--- src/rtl/rtc_pkg.sv ---
// Shared RTC bus definitions: register map, transfer commands, group codes,
// default strobe timing and the write-list helpers used by the RTC controllers.
package rtc_pkg;

    localparam logic [7:0] REG_SS   = 8'h21;
    localparam logic [7:0] REG_MM   = 8'h22;
    localparam logic [7:0] REG_HH   = 8'h23;
    localparam logic [7:0] REG_DAY  = 8'h24;
    localparam logic [7:0] REG_MES  = 8'h25;
    localparam logic [7:0] REG_YEAR = 8'h26;
    localparam logic [7:0] REG_DOW  = 8'h27;
    localparam logic [7:0] REG_SS_T = 8'h41;
    localparam logic [7:0] REG_MM_T = 8'h42;
    localparam logic [7:0] REG_HH_T = 8'h43;

    localparam logic [7:0] CMD_XFER_CLOCK = 8'hF1;
    localparam logic [7:0] CMD_XFER_TIMER = 8'hF2;

    localparam int DEF_T_SETUP  = 2;
    localparam int DEF_T_STROBE = 4;
    localparam int DEF_T_HOLD   = 2;

    typedef enum logic [1:0] {
        MODE_NONE  = 2'd0,
        MODE_TIME  = 2'd1,
        MODE_DATE  = 2'd2,
        MODE_TIMER = 2'd3
    } cfg_mode_t;

    typedef enum logic [1:0] {
        SEQ_IDLE,
        SEQ_RUN,
        SEQ_GAP,
        SEQ_DONE
    } seq_state_t;

    typedef enum logic [2:0] {
        W_IDLE,
        W_A_SETUP,
        W_A_STROBE,
        W_A_HOLD,
        W_D_SETUP,
        W_D_STROBE,
        W_D_HOLD
    } wr_state_t;

    typedef struct packed {
        logic [7:0] ss;
        logic [7:0] mm;
        logic [7:0] hh;
        logic [7:0] day;
        logic [7:0] mes;
        logic [7:0] year;
        logic [7:0] dow;
        logic [7:0] ss_t;
        logic [7:0] mm_t;
        logic [7:0] hh_t;
    } cfg_bytes_t;

    function automatic logic [2:0] last_idx(cfg_mode_t m);
        return (m == MODE_DATE) ? 3'd4 : 3'd3;
    endfunction

    // {address, data} of entry idx in the group's write list.
    function automatic logic [15:0] write_pair(cfg_mode_t m, logic [2:0] idx, cfg_bytes_t b);
        logic [15:0] p;
        p = 16'h0000;
        case (m)
            MODE_TIME: begin
                case (idx)
                    3'd0:    p = {REG_SS, b.ss};
                    3'd1:    p = {REG_MM, b.mm};
                    3'd2:    p = {REG_HH, b.hh};
                    default: p = {CMD_XFER_CLOCK, 8'h00};
                endcase
            end
            MODE_DATE: begin
                case (idx)
                    3'd0:    p = {REG_DAY, b.day};
                    3'd1:    p = {REG_MES, b.mes};
                    3'd2:    p = {REG_YEAR, b.year};
                    3'd3:    p = {REG_DOW, b.dow};
                    default: p = {CMD_XFER_CLOCK, 8'h00};
                endcase
            end
            MODE_TIMER: begin
                case (idx)
                    3'd0:    p = {REG_SS_T, b.ss_t};
                    3'd1:    p = {REG_MM_T, b.mm_t};
                    3'd2:    p = {REG_HH_T, b.hh_t};
                    default: p = {CMD_XFER_TIMER, 8'h00};
                endcase
            end
            default: p = 16'h0000;
        endcase
        return p;
    endfunction

endpackage

--- src/rtl/ciclo_escritura_rtc.sv ---
// Single RTC bus write: address phase then data phase, each setup/strobe/hold.
// Latency: bus driven the cycle after go; ack in the last data-hold cycle.
// Backpressure: go is only honoured while idle; the caller waits for ack.
module ciclo_escritura_rtc
    import rtc_pkg::*;
#(
    parameter int T_SETUP  = DEF_T_SETUP,
    parameter int T_STROBE = DEF_T_STROBE,
    parameter int T_HOLD   = DEF_T_HOLD
) (
    input  logic       clk,
    input  logic       reset,
    input  logic       go,
    input  logic [7:0] addr,
    input  logic [7:0] data,
    output logic       ack,
    output logic       cs_n,
    output logic       wr_n,
    output logic       a_d_n,
    output logic [7:0] ad_out,
    output logic       ad_oe
);

    localparam int CNT_W = 8;

    wr_state_t        state, state_nxt;
    logic [CNT_W-1:0] cnt;
    logic [7:0]       data_q;

    function automatic logic [CNT_W-1:0] phase_len(wr_state_t s);
        case (s)
            W_A_SETUP,  W_D_SETUP:  return CNT_W'(T_SETUP - 1);
            W_A_STROBE, W_D_STROBE: return CNT_W'(T_STROBE - 1);
            W_A_HOLD,   W_D_HOLD:   return CNT_W'(T_HOLD - 1);
            default:                return '0;
        endcase
    endfunction

    always_comb begin
        state_nxt = state;
        ack       = 1'b0;
        case (state)
            W_IDLE:     if (go) state_nxt = W_A_SETUP;
            W_A_SETUP:  if (cnt == '0) state_nxt = W_A_STROBE;
            W_A_STROBE: if (cnt == '0) state_nxt = W_A_HOLD;
            W_A_HOLD:   if (cnt == '0) state_nxt = W_D_SETUP;
            W_D_SETUP:  if (cnt == '0) state_nxt = W_D_STROBE;
            W_D_STROBE: if (cnt == '0) state_nxt = W_D_HOLD;
            W_D_HOLD: begin
                if (cnt == '0) begin
                    state_nxt = W_IDLE;
                    ack       = 1'b1;
                end
            end
            default: state_nxt = W_IDLE;
        endcase
    end

    // Outputs are decoded from the next state so every bus pin is a flop.
    always_ff @(posedge clk or negedge reset) begin
        if (!reset) begin
            state  <= W_IDLE;
            cnt    <= '0;
            data_q <= 8'h00;
            cs_n   <= 1'b1;
            wr_n   <= 1'b1;
            a_d_n  <= 1'b0;
            ad_out <= 8'h00;
            ad_oe  <= 1'b0;
        end else begin
            state <= state_nxt;
            if (state_nxt != state) begin
                cnt <= phase_len(state_nxt);
            end else if (cnt != '0) begin
                cnt <= cnt - 1'b1;
            end
            cs_n  <= (state_nxt == W_IDLE);
            ad_oe <= (state_nxt != W_IDLE);
            wr_n  <= !((state_nxt == W_A_STROBE) || (state_nxt == W_D_STROBE));
            // ad_out/a_d_n move only on setup entry and hold their value otherwise.
            if (state == W_IDLE && go) begin
                data_q <= data;
                ad_out <= addr;
                a_d_n  <= 1'b0;
            end else if (state == W_A_HOLD && state_nxt == W_D_SETUP) begin
                ad_out <= data_q;
                a_d_n  <= 1'b1;
            end
        end
    end

endmodule

--- src/rtl/escritor_config_rtc.sv ---
// Commits a configuration group (time/date/timer) to the RTC as a list of bus writes.
// Latency: bus active the cycle after start; one idle gap cycle between writes.
// Backpressure: start is dropped unless idle; busy tells the bus mux we own it.
module escritor_config_rtc
    import rtc_pkg::*;
#(
    parameter int T_SETUP  = DEF_T_SETUP,
    parameter int T_STROBE = DEF_T_STROBE,
    parameter int T_HOLD   = DEF_T_HOLD
) (
    input  logic       clk,
    input  logic       reset,
    input  logic       start,
    input  logic [1:0] config_mode,
    input  logic [7:0] data_SS,
    input  logic [7:0] data_MM,
    input  logic [7:0] data_HH,
    input  logic [7:0] data_DAY,
    input  logic [7:0] data_MES,
    input  logic [7:0] data_YEAR,
    input  logic [7:0] dia_semana,
    input  logic [7:0] data_SS_T,
    input  logic [7:0] data_MM_T,
    input  logic [7:0] data_HH_T,
    output logic       cs_n,
    output logic       rd_n,
    output logic       wr_n,
    output logic       a_d_n,
    output logic [7:0] ad_out,
    output logic       ad_oe,
    output logic       busy,
    output logic       done
);

    seq_state_t state, state_nxt;
    cfg_mode_t  mode_q, cur_mode;
    cfg_bytes_t snap_q, live, cur;
    logic [2:0] idx_q, go_idx;
    logic [15:0] pair;
    logic       accept, go, ack;

    assign live = '{ss: data_SS, mm: data_MM, hh: data_HH,
                    day: data_DAY, mes: data_MES, year: data_YEAR, dow: dia_semana,
                    ss_t: data_SS_T, mm_t: data_MM_T, hh_t: data_HH_T};

    assign accept = (state == SEQ_IDLE) && start && (config_mode != 2'd0);
    assign go     = accept || (state == SEQ_GAP);
    assign rd_n   = 1'b1;

    // The first write launches in the same edge as the snapshot, so it reads the live inputs.
    always_comb begin
        cur      = snap_q;
        cur_mode = mode_q;
        go_idx   = idx_q + 3'd1;
        if (state == SEQ_IDLE) begin
            cur      = live;
            cur_mode = cfg_mode_t'(config_mode);
            go_idx   = 3'd0;
        end
    end

    assign pair = write_pair(cur_mode, go_idx, cur);

    always_comb begin
        state_nxt = state;
        case (state)
            SEQ_IDLE: if (accept) state_nxt = SEQ_RUN;
            SEQ_RUN:  if (ack) state_nxt = (idx_q == last_idx(mode_q)) ? SEQ_DONE : SEQ_GAP;
            SEQ_GAP:  state_nxt = SEQ_RUN;
            SEQ_DONE: state_nxt = SEQ_IDLE;
            default:  state_nxt = SEQ_IDLE;
        endcase
    end

    always_ff @(posedge clk or negedge reset) begin
        if (!reset) begin
            state  <= SEQ_IDLE;
            mode_q <= MODE_NONE;
            snap_q <= '0;
            idx_q  <= 3'd0;
            busy   <= 1'b0;
            done   <= 1'b0;
        end else begin
            state <= state_nxt;
            busy  <= (state_nxt == SEQ_RUN) || (state_nxt == SEQ_GAP);
            done  <= (state_nxt == SEQ_DONE);
            if (accept) begin
                mode_q <= cfg_mode_t'(config_mode);
                snap_q <= live;
                idx_q  <= 3'd0;
            end else if (state == SEQ_GAP) begin
                idx_q <= go_idx;
            end
        end
    end

    ciclo_escritura_rtc #(
        .T_SETUP (T_SETUP),
        .T_STROBE(T_STROBE),
        .T_HOLD  (T_HOLD)
    ) u_ciclo (
        .clk   (clk),
        .reset (reset),
        .go    (go),
        .addr  (pair[15:8]),
        .data  (pair[7:0]),
        .ack   (ack),
        .cs_n  (cs_n),
        .wr_n  (wr_n),
        .a_d_n (a_d_n),
        .ad_out(ad_out),
        .ad_oe (ad_oe)
    );

endmodule
--- config.mk ---
export PLATFORM = sky130hd
export DESIGN_NAME = escritor_config_rtc
export DESIGN_NICKNAME = d
export VERILOG_FILES = /design/src/rtl/rtc_pkg.sv /design/src/rtl/ciclo_escritura_rtc.sv /design/src/rtl/escritor_config_rtc.sv
export SDC_FILE = /design/constraint.sdc
export NUM_CORES = 1
export LEC_CHECK = 0
export CAP_MARGIN = 15
export CORE_ASPECT_RATIO = 0.6
export CORE_MARGIN = 2
export CORE_UTILIZATION = 30
export CTS_BUF_LIST = sky130_fd_sc_hd__clkbuf_16
export DETAILED_ROUTE_END_ITERATION = 12
export GPL_ROUTABILITY_DRIVEN = 0
export PLACE_DENSITY_LB_ADDON = 0.08
export RECOVER_POWER = 25
export SYNTH_ARGS = -nofsm -noshare
export SYNTH_HDL_FRONTEND = slang
export SYNTH_SLANG_ARGS = --single-unit
--- constraint.sdc ---
create_clock -name clk -period 2.2 [get_ports clk]
set_input_delay 0.44 -clock clk [delete_from_list [all_inputs] [get_ports clk]]
set_output_delay 0.44 -clock clk [all_outputs]
set_load 0.005 [all_outputs]
==> Yosys cells after proc, flatten, opt, wreduce, memory -nomap -nowiden <==
Cells that the tools add are included.
{ "totals": {"rom_bits": 0, "out_inout_bits": 15, "latchBits": 0, "memories": 0, "ram_bits": 0, "reg_bits": 120} }
{ "classes": {"n_reduce_logical": 21, "n_addsub": 2, "div": 0, "shifts": 0, "n_eq_ne": 27, "n_bitwise": 0, "order_cmp": 0, "n_mul": 0, "muxes": 31} }
{ "ops": {"columns": ["operator", "count"], "rows": [
  ["one-hot mux 16 bit (3 select lines)", 3],
  ["2-to-1 mux 80 bit", 1],
  ["one-hot mux 16 bit (4 select lines)", 1],
  ["2-to-1 mux 3 bit", 11],
  ["2-to-1 mux 8 bit", 4],
  ["one-hot mux 3 bit (7 select lines)", 1],
  ["== test 3 x 2 -> 1 bit, second input constant", 6],
  ["== test 3 bit, second input constant", 6],
  ["== test 2 bit, second input constant", 7],
  ["== test 3 x 1 -> 1 bit, second input constant", 3],
  ["zero test 3 bit", 3],
  ["zero test 8 bit", 1],
  ["one-hot mux 2 bit (4 select lines)", 1],
  ["nonzero test 2 bit", 4],
  ["nonzero test 8 bit", 1],
  ["subtractor 8 x 1 -> 8 bit, second input constant", 1],
  ["== test 2 x 1 -> 1 bit, second input constant", 3],
  ["2-to-1 mux 2 bit", 3],
  ["2-to-1 mux 1 bit", 5],
  ["logical AND 1 bit", 4],
  ["one-hot mux 2 bit (2 select lines)", 1],
  ["OR reduction 4 bit", 1],
  ["adder 3 x 1 -> 3 bit, second input constant", 1],
  ["== test 3 bit", 1],
  ["6 further kinds", 8]
]} }

==> Depth between registers and ports, before layout <==
{ "logic_depth": {"ltp_word": 10, "ltp_mapped": 8, "ltp_nobuf": 7} }

==> Hierarchy <==
A second synthesis with hierarchy kept.
{ "unflattened": {"cells_unflattened": 560, "area_unflattened_um2": 6379.9} }
{ "modules_own_cells": {"columns": ["module", "instances", "area_per_inst_um2", "cells_per_inst"], "rows": [
  ["escritor_config_rtc", 1, 4767.1, 409],
  ["ciclo_escritura_rtc", 1, 1612.8, 151]
]} }

==> Worst setup path after synthesis <==
OpenSTA, ideal clock, no wires.
{ "synth_path": {"path_type": "reg2reg", "from": "reg idx_q[0]", "to": "reg u_ciclo.data_q[7]", "slack_ns": 0.076, "synth_period_minus_slack_ns": 2.124, "stages_incl_launch_ff": 8, "t_arrival_ns": 1.970, "n_path_buf": 2, "cell_sequence": "dfrtp_1 > ha_1 > clkbuf_1 > clkbuf_1 > mux4_2 > a22o_1 > o21ai_0 > o311ai_0"} }
{ "synth_via": {"elab_chain_cells": 5, "elab_cells_between_ends": 10, "classes_between": "add/sub: 1; eq/ne: 3; mux: 5; reduce/logical: 1"} }
{ "synth_lines": {"columns": ["element", "line", "rtl"], "rows": [
  ["start: declaration", "escritor_config_rtc.sv:38", "logic [2:0] idx_q, go_idx;"],
  ["start signal: assignment", "escritor_config_rtc.sv:92", "idx_q <= go_idx;"],
  ["adder 3 x 1 -> 3 bit *", "escritor_config_rtc.sv:54", "go_idx = idx_q + 3'd1;"],
  ["2-to-1 mux 3 bit *", "escritor_config_rtc.sv:55", "if (state == SEQ_IDLE) begin"],
  ["== test 3 x 2 -> 1 bit, or another cell as far along", "rtc_pkg.sv:78", "case (idx)"],
  ["one-hot mux 16 bit (4 select lines), or another cell as far along", "rtc_pkg.sv:78", null],
  ["one-hot mux 16 bit (3 select lines) *", "rtc_pkg.sv:68", "case (m)"],
  ["end signal: assignment", "ciclo_escritura_rtc.sv:82", "data_q <= data;"],
  ["end: declaration", "ciclo_escritura_rtc.sv:28", "logic [7:0] data_q;"]
]} }
Mark *: on every way between the ends. The rest lies on a longest branch, timed or not.
A chain may end at the register's enable or synchronous reset.

==> Final worst setup path <==
{ "layout_path": {"from": "reg idx_q[0]", "to": "reg u_ciclo.data_q[2]"} }
The elaborated chain is that of the path after synthesis.

==> results.json <==
{
  "status": "complete, but fails checks",
  "violations": "max-capacitance violations, max-slew violations",
  "ys_types": 64,
  "syn_inst": 493,
  "clock-sinks": 120,
  "grt_remaining_overflow": 0,
  "cp.required_ns": 2.51,
  "io_pins": 100,
  "antenna_found_initial": 0,
  "grt_pass1_wl_um": 26910,
  "cp-end-kind": "flop",
  "cts_tree": "yes",
  "worst_slew_pin_slew_ns": 1.686,
  "synth_most_common_cell": "dfrtp_1",
  "hold_violations": 0,
  "cts.clk_slew.worst_paths_ns": 0.06,
  "grt.total_usage_pct": 17.43,
  "synth_seq_area_share_pct": 51.08,
  "cts_hold_buf": 0,
  "synthArstFlopShare_pct": 100.0,
  "fin_util_pct": 42.77,
  "slew_violations": 121,
  "cts_buffers": 17,
  "clock_latency_ns": 0.42,
  "viasPerCell": 4.862,
  "dr.pass1.iters": 5,
  "die_w_um": 184.8,
  "dpl.cell_count": 881,
  "leakage_nw": 3.634,
  "min_period_over_period_pct": 95.89,
  "ys_ff_latch": 120,
  "maxSlewHeadroom_pct": -12.39,
  "placed_cell_area_sq_um": 7496,
  "period_minus_slack_ns": 2.110,
  "peakVddDrop_mv": 0.4748,
  "hold_path_class": "reg2reg",
  "dp.final_hpwl_um": 12370,
  "synth_commonest_cells": "dfrtp_1, mux2_2, nand2_1, nor2_1, o21ai_0",
  "core_area_sq_um": 19130,
  "die-area_sq_um": 20780,
  "syn_nets": 581,
  "grt_pass1_vias": 4610,
  "power_density_nw_per_um2": 659.3,
  "final_area_sq_um": 8182,
  "avgSynthCellArea_sq_um": 11.93,
  "fin_skew_ns": 0.006204,
  "die_y_um": 112.5,
  "grt_max_degree": 121,
  "synth_top_area_share_pct": 50.19,
  "path_class": "reg2reg",
  "routed_wl_um": 16780,
  "fmax_mhz": 474.0,
  "netlist.top_cell.by_area": "dfrtp_1",
  "synth-main-ff-cell": "dfrtp_1",
  "synth_warnings": 0,
  "initial_utilization_pct": 30.76,
  "final_cells": 913,
  "power.total_w": 0.005394,
  "portBuffers": 98,
  "diodes": 0,
  "layout-drive-gt1-share_pct": 32.30,
  "cts_buffer_depth": 2,
  "post_cts_buffers": 0,
  "route.detailed.drc": 0,
  "htree_levels": 4,
  "drt_iter0_drc": 303,
  "rsz0062_at_grt": "false",
  "setup_viol": 0,
  "root_buffer": "clkbuf_16",
  "critPathLaunchType": "flop",
  "dr_total_vias": 4439,
  "arrival_ns": 2.42,
  "routedWlPerCell_um": 18.37,
  "ant_nets": 0,
  "area_growth_syn_to_layout_pct": 39.07,
  "path_max_fanout": 9,
  "synth-edff-count": 0,
  "rows": 39,
  "synth_area_leaders": "dfrtp_1, mux2_2, mux4_2",
  "final_nets": 722,
  "synth.cell_area_sq_um": 5883,
  "maxCapViolations": 1
}
## metrics by stage
step           setup WS, ns  setup TNS [ns]  hold slack (ns)
6_report            0.09050               0           0.4860
5_1_grt            0.005145               0           0.5118
4_1_cts           0.0002753               0           0.1389
3_5_place_dp        -0.2228          -1.215           0.4715
3_3_place_gp        -0.2513          -1.360           0.4802
2_1_floorplan       0.07600               0           0.1444
## kinds of logic after synthesis
group                      share of synthesized area [%]
muxes                                              21.95
adders and majority gates                         0.6381
other                                            0.06374
buffers and inverters                              3.275
and+or+nand+nor                                    9.868
xor gates and xnor gates                           1.021
AOI/OAI and AO/OA                                  12.10
DFF                                                51.08
## flip-flops by register name, summed over array words and instances (netlist names), 2 cells and up
register        cells
idx_q               3
u_ciclo.data_q      8
u_ciclo.state       3
u_ciclo.ad_out      8
state               2
mode_q              2
u_ciclo.cnt         8
snap_q             80
## what timing repair did
item,CTS,global route
gates resized for setup,5,8
setup endpoints to repair,8,29
gates cloned,0,0
pin swaps,0,0
## power breakdown
group | internal, W | switching [W]
logic | 0.000135 | 0.0000845
clock network | 0.00190 | 0.00107
registers | 0.00221 | 0
## critical path: stages, from the launching register on
cell	delay (ns)
dfrtp_1	0.42
ha_4	0.31
nor2_1	0.19
buf_4	0.20
nand4_1	0.10
a311oi_1	0.53
o21ai_0	0.14
o311ai_0	0.11
## area by class of cell
cell class | count | area (sq um)
Timing Repair Buffer | 154 | 1431
Tap cell | 266 | 332.8
Inverter | 9 | 33.78
Clock buffer | 17 | 425.4
Sequential cell | 120 | 3005
Fill cell | 1802 | 10950
Clock inverter | 15 | 201.4
Multi-Input combinational cell | 332 | 2751
## layer usage
layer  wire length (um)  up-vias  GRT usage [%]
li1                   -     2129              -
met4                170        0          4.921
met3               1026       11          4.153
met1               8895     2196          27.82
met2               6683      103          22.85
met5                  0        -              0
## path summary, 6_finish.rpt
check                           slack (ns)                     startpoint  depth (start not counted)                             to
worst max-delay path                  0.09           idx_q[0]$_DFFE_PN0P_                          7  u_ciclo.data_q[2]$_DFFE_PN0P_
worst min-delay path                  0.49  u_ciclo.data_q[6]$_DFFE_PN0P_                          2  u_ciclo.data_q[6]$_DFFE_PN0P_
worst max register to register        0.09           idx_q[0]$_DFFE_PN0P_                          7  u_ciclo.data_q[2]$_DFFE_PN0P_
worst min register to register        0.49  u_ciclo.data_q[6]$_DFFE_PN0P_                          2  u_ciclo.data_q[6]$_DFFE_PN0P_
max in group asynchronous             0.55                          reset                          2         snap_q[72]$_DFFE_PN0P_
min in group asynchronous             0.56                          reset                          2     u_ciclo.cnt[6]$_DFFE_PN0P_
## cells in the final DEF (no fill, tap or decap), types with 3 or more instances in the layout
cell	Yosys	routed
nand2_1	38	38
xnor2_1	3	3
a311oi_1	3	3
a31oi_2	0	3
mux4_2	8	8
a31oi_1	6	3
o311ai_0	4	4
a21oi_1	15	15
nand3_1	10	10
nand4_1	10	10
inv_1	9	9
nand2b_1	3	3
o311ai_1	4	4
a22oi_1	9	9
nor2_1	25	25
o21ai_0	25	25
dfrtp_1	118	118
bufinv_16	0	4
mux2_2	92	92
a221oi_1	8	7
o21a_1	3	3
nor2b_1	5	5
clkinvlp_4	0	5
clkbuf_16	0	17
buf_4	1	51
clkdlybuf4s50_1	0	97
mux2i_1	6	6
a22o_1	7	7
Power figures use the tool's default switching activity.
